$ cat config.mk
export PLATFORM = sky130hd
export DESIGN_NAME = serial_subtractor
export DESIGN_NICKNAME = d
export VERILOG_FILES = /design/src/rtl/serial_subtractor_pkg.sv /design/src/rtl/serial_subtractor_fs.sv /design/src/rtl/serial_subtractor.sv
export SDC_FILE = /design/constraint.sdc
export NUM_CORES = 1
export LEC_CHECK = 0
export ABC_CLOCK_PERIOD_IN_PS = 1700
export CORE_ASPECT_RATIO = 0.6
export CORE_UTILIZATION = 35
export DETAILED_ROUTE_END_ITERATION = 6
export GPL_TIMING_DRIVEN = 1
export SLEW_MARGIN = 30
export SYNTH_ARGS = -nofsm -noshare
export SYNTH_HDL_FRONTEND = slang
export SYNTH_HIERARCHICAL = 1
export SYNTH_SLANG_ARGS = --single-unit
export TNS_END_PERCENT = 10
$ cat constraint.sdc
create_clock -name clk -period 1.7 [get_ports clk]
set_clock_uncertainty 0.15 [all_clocks]
set_input_delay 0.34 -clock clk [delete_from_list [all_inputs] [get_ports clk]]
set_output_delay 0.34 -clock clk [all_outputs]
set_load 0.01 [all_outputs]
$ cat src/rtl/serial_subtractor_pkg.sv
// Shared definitions for the bit-serial arithmetic blocks.
// The state encodings are also used by the planned serial adder.
package serial_subtractor_pkg;

    typedef enum logic [1:0] {
        ST_IDLE = 2'd0,
        ST_RUN  = 2'd1,
        ST_DONE = 2'd2
    } serialState_e;

    // Bit counter width.  The +1 keeps WIDTH=1 at a legal, non-zero width.
    function automatic int cntWidth(input int width);
        return $clog2(width + 1);
    endfunction

endpackage

$ cat src/rtl/serial_subtractor_fs.sv
// Single-bit full subtractor cell: diff = a - b - bin, with borrow-out.
module full_subtractor (
    input  logic a_i,
    input  logic b_i,
    input  logic bin_i,
    output logic diff_o,
    output logic bout_o
);

    assign diff_o = a_i ^ b_i ^ bin_i;
    assign bout_o = (~a_i & b_i) | (~(a_i ^ b_i) & bin_i);

endmodule

$ cat src/rtl/serial_subtractor.sv
// Bit-serial WIDTH-bit subtractor, LSB first, one bit per clock.
// Handshake: start accepted in IDLE, busy while running, one-cycle done pulse.
module serial_subtractor
    import serial_subtractor_pkg::*;
#(
    parameter int WIDTH = 8
) (
    input  logic             clk,
    input  logic             rst_n,
    input  logic             start,
    input  logic [WIDTH-1:0] a,
    input  logic [WIDTH-1:0] b,
    input  logic             bin,
    output logic             busy,
    output logic             done,
    output logic [WIDTH-1:0] diff,
    output logic             bout
);

    localparam int CNT_W = cntWidth(WIDTH);
    localparam logic [CNT_W-1:0] LAST_BIT = CNT_W'(WIDTH - 1);

    serialState_e     state_q;
    logic [WIDTH-1:0] aSh_q;
    logic [WIDTH-1:0] bSh_q;
    logic [WIDTH-1:0] resSh_q;
    logic [WIDTH-1:0] resSh_d;
    logic [WIDTH-1:0] diff_q;
    logic             brw_q;
    logic             bout_q;
    logic [CNT_W-1:0] count_q;
    logic             fsDiff;
    logic             fsBout;

    full_subtractor u_fs (
        .a_i    (aSh_q[0]),
        .b_i    (bSh_q[0]),
        .bin_i  (brw_q),
        .diff_o (fsDiff),
        .bout_o (fsBout)
    );

    // New result bit enters at the MSB so bit 0 ends up at the LSB after WIDTH shifts.
    always_comb begin
        resSh_d            = resSh_q >> 1;
        resSh_d[WIDTH-1]   = fsDiff;
    end

    always_ff @(posedge clk or negedge rst_n) begin
        if (!rst_n) begin
            state_q <= ST_IDLE;
            aSh_q   <= '0;
            bSh_q   <= '0;
            resSh_q <= '0;
            diff_q  <= '0;
            brw_q   <= 1'b0;
            bout_q  <= 1'b0;
            count_q <= '0;
        end else begin
            case (state_q)
                ST_IDLE: begin
                    if (start) begin
                        aSh_q   <= a;
                        bSh_q   <= b;
                        brw_q   <= bin;
                        count_q <= '0;
                        state_q <= ST_RUN;
                    end
                end
                ST_RUN: begin
                    aSh_q   <= aSh_q >> 1;
                    bSh_q   <= bSh_q >> 1;
                    brw_q   <= fsBout;
                    resSh_q <= resSh_d;
                    count_q <= count_q + CNT_W'(1);
                    // Results are published only here, so they stay stable through the next run.
                    if (count_q == LAST_BIT) begin
                        diff_q  <= resSh_d;
                        bout_q  <= fsBout;
                        state_q <= ST_DONE;
                    end
                end
                ST_DONE: state_q <= ST_IDLE;
                default: state_q <= ST_IDLE;
            endcase
        end
    end

    assign busy = (state_q == ST_RUN);
    assign done = (state_q == ST_DONE);
    assign diff = diff_q;
    assign bout = bout_q;

endmodule

Word-level counts from Yosys, hierarchy flattened
Index checks and enable logic that the tools add are counted.
- flip-flop bits (word level): 40
- input bits: 20
- output and inout bits: 11
- word-level logic and storage cells: 37
- $add $sub $neg: 1
- equality and inequality tests: 5
- multiplexer cells: 11
- bitwise logic cells: 7
- reductions and logical operators: 5
- operators with widths (kind ; number):
    one-hot mux 8 bit (2 select lines) ; 2
    2-to-1 mux 8 bit ; 2
    one-hot mux 4 bit (2 select lines) ; 1
    AND reduction 2 bit ; 3
    adder 4 x 1 -> 4 bit (second input constant) ; 1
    equality test 4 x 3 -> 1 bit (second input constant) ; 1
    2-to-1 mux 2 bit ; 2
    2-to-1 mux 4 bit ; 1
    one-hot mux 2 bit (2 select lines) ; 1
    AND 1 bit ; 2
    equality test 2 x 1 -> 1 bit (second input constant) ; 1
    equality test 2 bit (second input constant) ; 1
    zero test 2 bit ; 1
    != test 2 x 1 -> 1 bit (second input constant) ; 1
    != test 2 bit (second input constant) ; 1
    NOT 1 bit ; 2
    one-hot mux 1 bit (2 select lines) ; 1
    nonzero test 2 bit ; 1
    bitwise XOR 1 bit ; 2
    2-to-1 mux 1 bit ; 1
    bitwise OR 1 bit ; 1

Logic depth before layout (Yosys ltp)
- depth after elaboration: 5
- mapped depth: 6
- mapped depth without buffers: 5

Modules after synthesis
The synthesis kept the hierarchy.
- modules (own cells, without submodules) (module ; instances ; cells each ; area each (um^2) ; sequential area each (um^2)):
    serial_subtractor ; 1 ; 149 ; 1630.3 ; 975.9
    full_subtractor ; 1 ; 4 ; 31.3 ; 0.0

Worst setup path after synthesis
Ideal clock, no wire load.
- path kind: register to register
- start point: register count_q[0]
- end point: register bout_q, in the netlist bout
- library setup time: 0.125 ns
- arrival: 1.289 ns
- required time: 1.425 ns
- setup slack: 0.136 ns
- cell stages (with the launch flop): 5
- path buffers: 0
- clock period less this slack: 1.564 ns
- cell sequence: dfrtp_1 ha_1 nand2_1 nor3_4 mux2_2
- word-level cells in the longest chain between the ends: 2
- ends and longest elaborated chain (element ; line ; source):
    from (decl) ; serial_subtractor.sv:31 ; logic [CNT_W-1:0] count_q;
    from (signal assigned) ; serial_subtractor.sv:75 ; count_q <= count_q + CNT_W'(1);
    equality test 4 x 3 -> 1 bit ; serial_subtractor.sv:77 ; if (count_q == LAST_BIT) begin
    AND reduction 2 bit (no line) ; -- ;
    to (signal assigned) ; serial_subtractor.sv:79 ; bout_q <= fsBout;
    to (decl) ; serial_subtractor.sv:30 ; logic bout_q;
No other way between the ends.
A chain may end at the register's enable or synchronous reset.

Worst setup path after layout
- start point: register count_q[1]
- end point: register diff_q[5], in the netlist diff[5]
- word-level cells in the longest chain between the ends: 2
- ends and longest elaborated chain (element ; line ; source):
    equality test 4 x 3 -> 1 bit ; serial_subtractor.sv:77 ;
    AND reduction 2 bit (no line) ; -- ;
    to (signal assigned) ; serial_subtractor.sv:78 ; diff_q <= resSh_d;
    to (decl) ; serial_subtractor.sv:28 ; logic [WIDTH-1:0] diff_q;
No other way between the ends.

==> flow_summary.yaml <==
synthesis:
  synth_area_leaders: "dfrtp_1 (59%), nand2_1 (7.9%), a22oi_1 (7.2%)"
  ys_types: 20
  synth_largest_area_cell: "dfrtp_1"
  postSynthAreaPerCell_sq_um: 10.86
  netlist_area_sq_mm: 0.001662
  synth_top_area_share_pct: 58.73
  synth_nets: 175
  ys_dominant_reg_cell: "dfrtp_1"
  synthCells: 153
  synth_enable_flop_cells: 0
  fraction_of_synthesis_flops_using_an_asynchronous_set_or_reset_pin_pct: 100.0
  ys_seq_elements: 39
  yosysSeqAreaShare_pct: 58.73
  synthMostInstantiatedCell: "dfrtp_1"
  synth.cells.most_frequent: "dfrtp_1 (39), nand2_1 (35), a22oi_1 (16), o21ai_0 (16), mux2_2 (10)"
  yosys_warnings: 6
die:
  start_util_pct: 38.43
  placementRows: 18
  placeableCoreArea_sq_mm: 0.004324
  die_area_sq_mm: 0.005036
  die_w_um: 90.95
  ioPinCount: 31
  die_height_um: 55.37
global_routing:
  grtUsageTotal_pct: 16.35
  antenna_found_initial: 0
  globalRouteOverflowTotal: 0
  grt_first_pass_wirelength_mm: 6.382
  first_global_vias: 1333
  grt_max_degree: 40
finish:
  finish.utilization_pct: 52.29
  final_net_count: 222
  num_antenna_cells: 0
  area_growth_pct: 36.07
  post_route_cells_drive_above_1_share_pct: 19.90
drt:
  antenna_left: 0
  drtPass1Iterations: 4
  avgViaCountPerCell: 4.939
  count_of_unresolved_drc_violations_after_routing: 0
  totalWireLength_mm: 3.706
  vias: 1289
  wire_per_inst_um: 14.20
  drt_iter0_markers: 70
power_and_ir_drop:
  power.total_mw: 3.911
  p_switching_mw: 1.438
  clock_power_share_pct: 16.0
  share_comb_of_total_power_pct: 43.3
  p_leak_nw: 1.098
  power_density_mw_per_mm2: 1730
  p_int_mw: 2.473
  seq_power_share_pct: 40.7
  peakVddDrop_uv: 653.3
  sw_frac_of_total_pct: 36.78
worst_setup_path:
  worstSetupEndpointType: "register"
  critical_path.startpoint_type: "register"
  critical_path.reg2reg.startpoint: "count_q[1]"
  regToRegEndpoint: "diff[5]"
  path_max_fanout: 6
  worst-endpoint-required_ns: 1.72
  timing.critical_path.arrival_ns: 1.71
  setup.reg_to_reg.worst_slack_ns: 0.02
  worst_reg_to_reg_cells: 5
  criticalPathCategory: "register to register"
sta:
  hold_violations: 0
  finalCritPeriodShare_pct: 99.03
  fmaxAchievable_ghz: 0.5940
  final-setup-viol-count: 0
  fin_crit_ns: 1.683
  slew-limit-headroom_pct: 72.34
  tightestPinTransition_ns: 0.4147
  timing.final.max_slew_violations: 0
  hold_slack_ns: 0.3354
  rsz0062_at_grt: "true"
clocking:
  clk_transition_reported_paths_ns: 0.09
  tritoncts.num_buffers: 5
  cts_num_sinks: 39
  cts.htree.levels: 2
  ctsRootBufferMaster: "clkbuf_8"
  tritoncts: "built"
  worst_skew_pair.late_latency_ns: 0.29
  cts_max_path_buffers: 2
placement:
  hpwl_after_dpl_mm: 2.555
  finalWeightedCongestion: 0.7223
  numPortBuffers: 30
min_path:
  worst_hold_path.endpoint: "resSh_q[1]"
  hold_class: "register to register"
  min_delay_path_depth: 2
  hold_path.startpoint: "resSh_q[1]"
run_status:
  outcome: "finished, final reports clean"
flow_run:
  cap_violations: 0
final cells by class:
class / instances / area [sq um]
flip-flops and latches: 39 / 975.9
fillers: 400 / 2063
clock inverters: 3 / 20.02
clock buffers: 5 / 68.82
repair buffers: 48 / 470.5
well taps: 60 / 75.07
inverters: 4 / 15.01
multi-input cells: 102 / 635.6
timing repair:
item	in CTS	in global routing
hold endpoints to repair	39	0
cloned	0	0
hold buffers	1	0
resized for setup	6	12
pin swaps	0	1
setup buffers	1	1
endpoints found under the setup margin	4	19
through the flow:
step	cells	instance area [sq um]	TNS [ns]	setup WS (ns)
floorplan	153	1662	0	0.1364
global placement	250	2135	-0.09115	-0.01245
detailed placement	250	2135	-0.7487	-0.09355
CTS	260	2238	0	0.007007
global route	261	2261	-0.1899	-0.04102
finish	261	2261	0	0.01652
power groups by stage:
stage | clock (mW) | combinational [mW] | sequential (mW)
after floorplan | 0 | 0.942 | 1.60
after global placement | 0 | 1.62 | 1.59
after detailed placement | 0 | 1.68 | 1.62
after CTS | 0.653 | 1.70 | 1.61
after global routing | 0.696 | 1.89 | 1.65
final | 0.626 | 1.69 | 1.59
cells in the final DEF (no fill, tap or decap), types with 2 or more instances in the layout:
master	count
dfrtp_1	39
clkdlybuf4s50_1	18
dlymetal6s2s_1	7
buf_6	2
a22o_1	4
buf_4	13
a22oi_1	16
nor2b_1	7
nor2_1	2
inv_1	4
o21ai_0	15
clkbuf_8	5
nand2_1	35
dlygate4sd2_1	2
a21oi_1	4
clkbuf_2	2
mux2_2	10
clkinvlp_4	2
buf_12	2
layer usage:
| metal | up-vias | track usage [%] | share of wire (%) |
|---|---|---|---|
| li1 | 625 | - | - |
| met1 | 629 | 23.05 | 50 |
| met2 | 33 | 24.13 | 45 |
| met3 | 2 | 4.408 | 3.9 |
| met4 | 0 | 6.122 | 0.84 |
| met5 | - | 0 | 0 |
worst max-delay path by stage:
| stage | startpoint | endpoint | slack [ns] | cells past startpoint |
|---|---|---|---|---|
| finish | count_q[1] | diff[5] | 0.02 | 5 |
| global route | count_q[1] | diff[5] | -0.04 | 5 |
| CTS | diff[2] | diff[2] | 0.007 | 1 |
| detailed placement | start | aSh_q[2] | -0.09 | 5 |
| global placement | start | aSh_q[6] | -0.01 | 5 |
| floorplan | count_q[0] | bout | 0.14 | 4 |
cells by family after synthesis:
| kind of cell | count (synthesis) | share of synthesized area, % |
|---|---|---|
| compound gates | 42 | 16.49 |
| fa+ha+maj | 2 | 1.958 |
| buf+inv | 12 | 3.012 |
| flops | 39 | 58.74 |
| mux | 10 | 6.777 |
| simple gates | 48 | 13.03 |
critical path, stage by stage, from the launching register on:
cell	delay, ns
dfrtp_1	0.40
ha_1	0.19
nand2_1	0.10
nor3_4	0.22
buf_6	0.16
mux2_2	0.34
flip-flops by register name, indices dropped and copies added, names as in the netlist:
signal,count
brw_q,1
state_q,2
aSh_q,8
diff,8
bout,1
resSh_q,7
bSh_q,8
count_q,4
(Power assumes the default switching activity.)
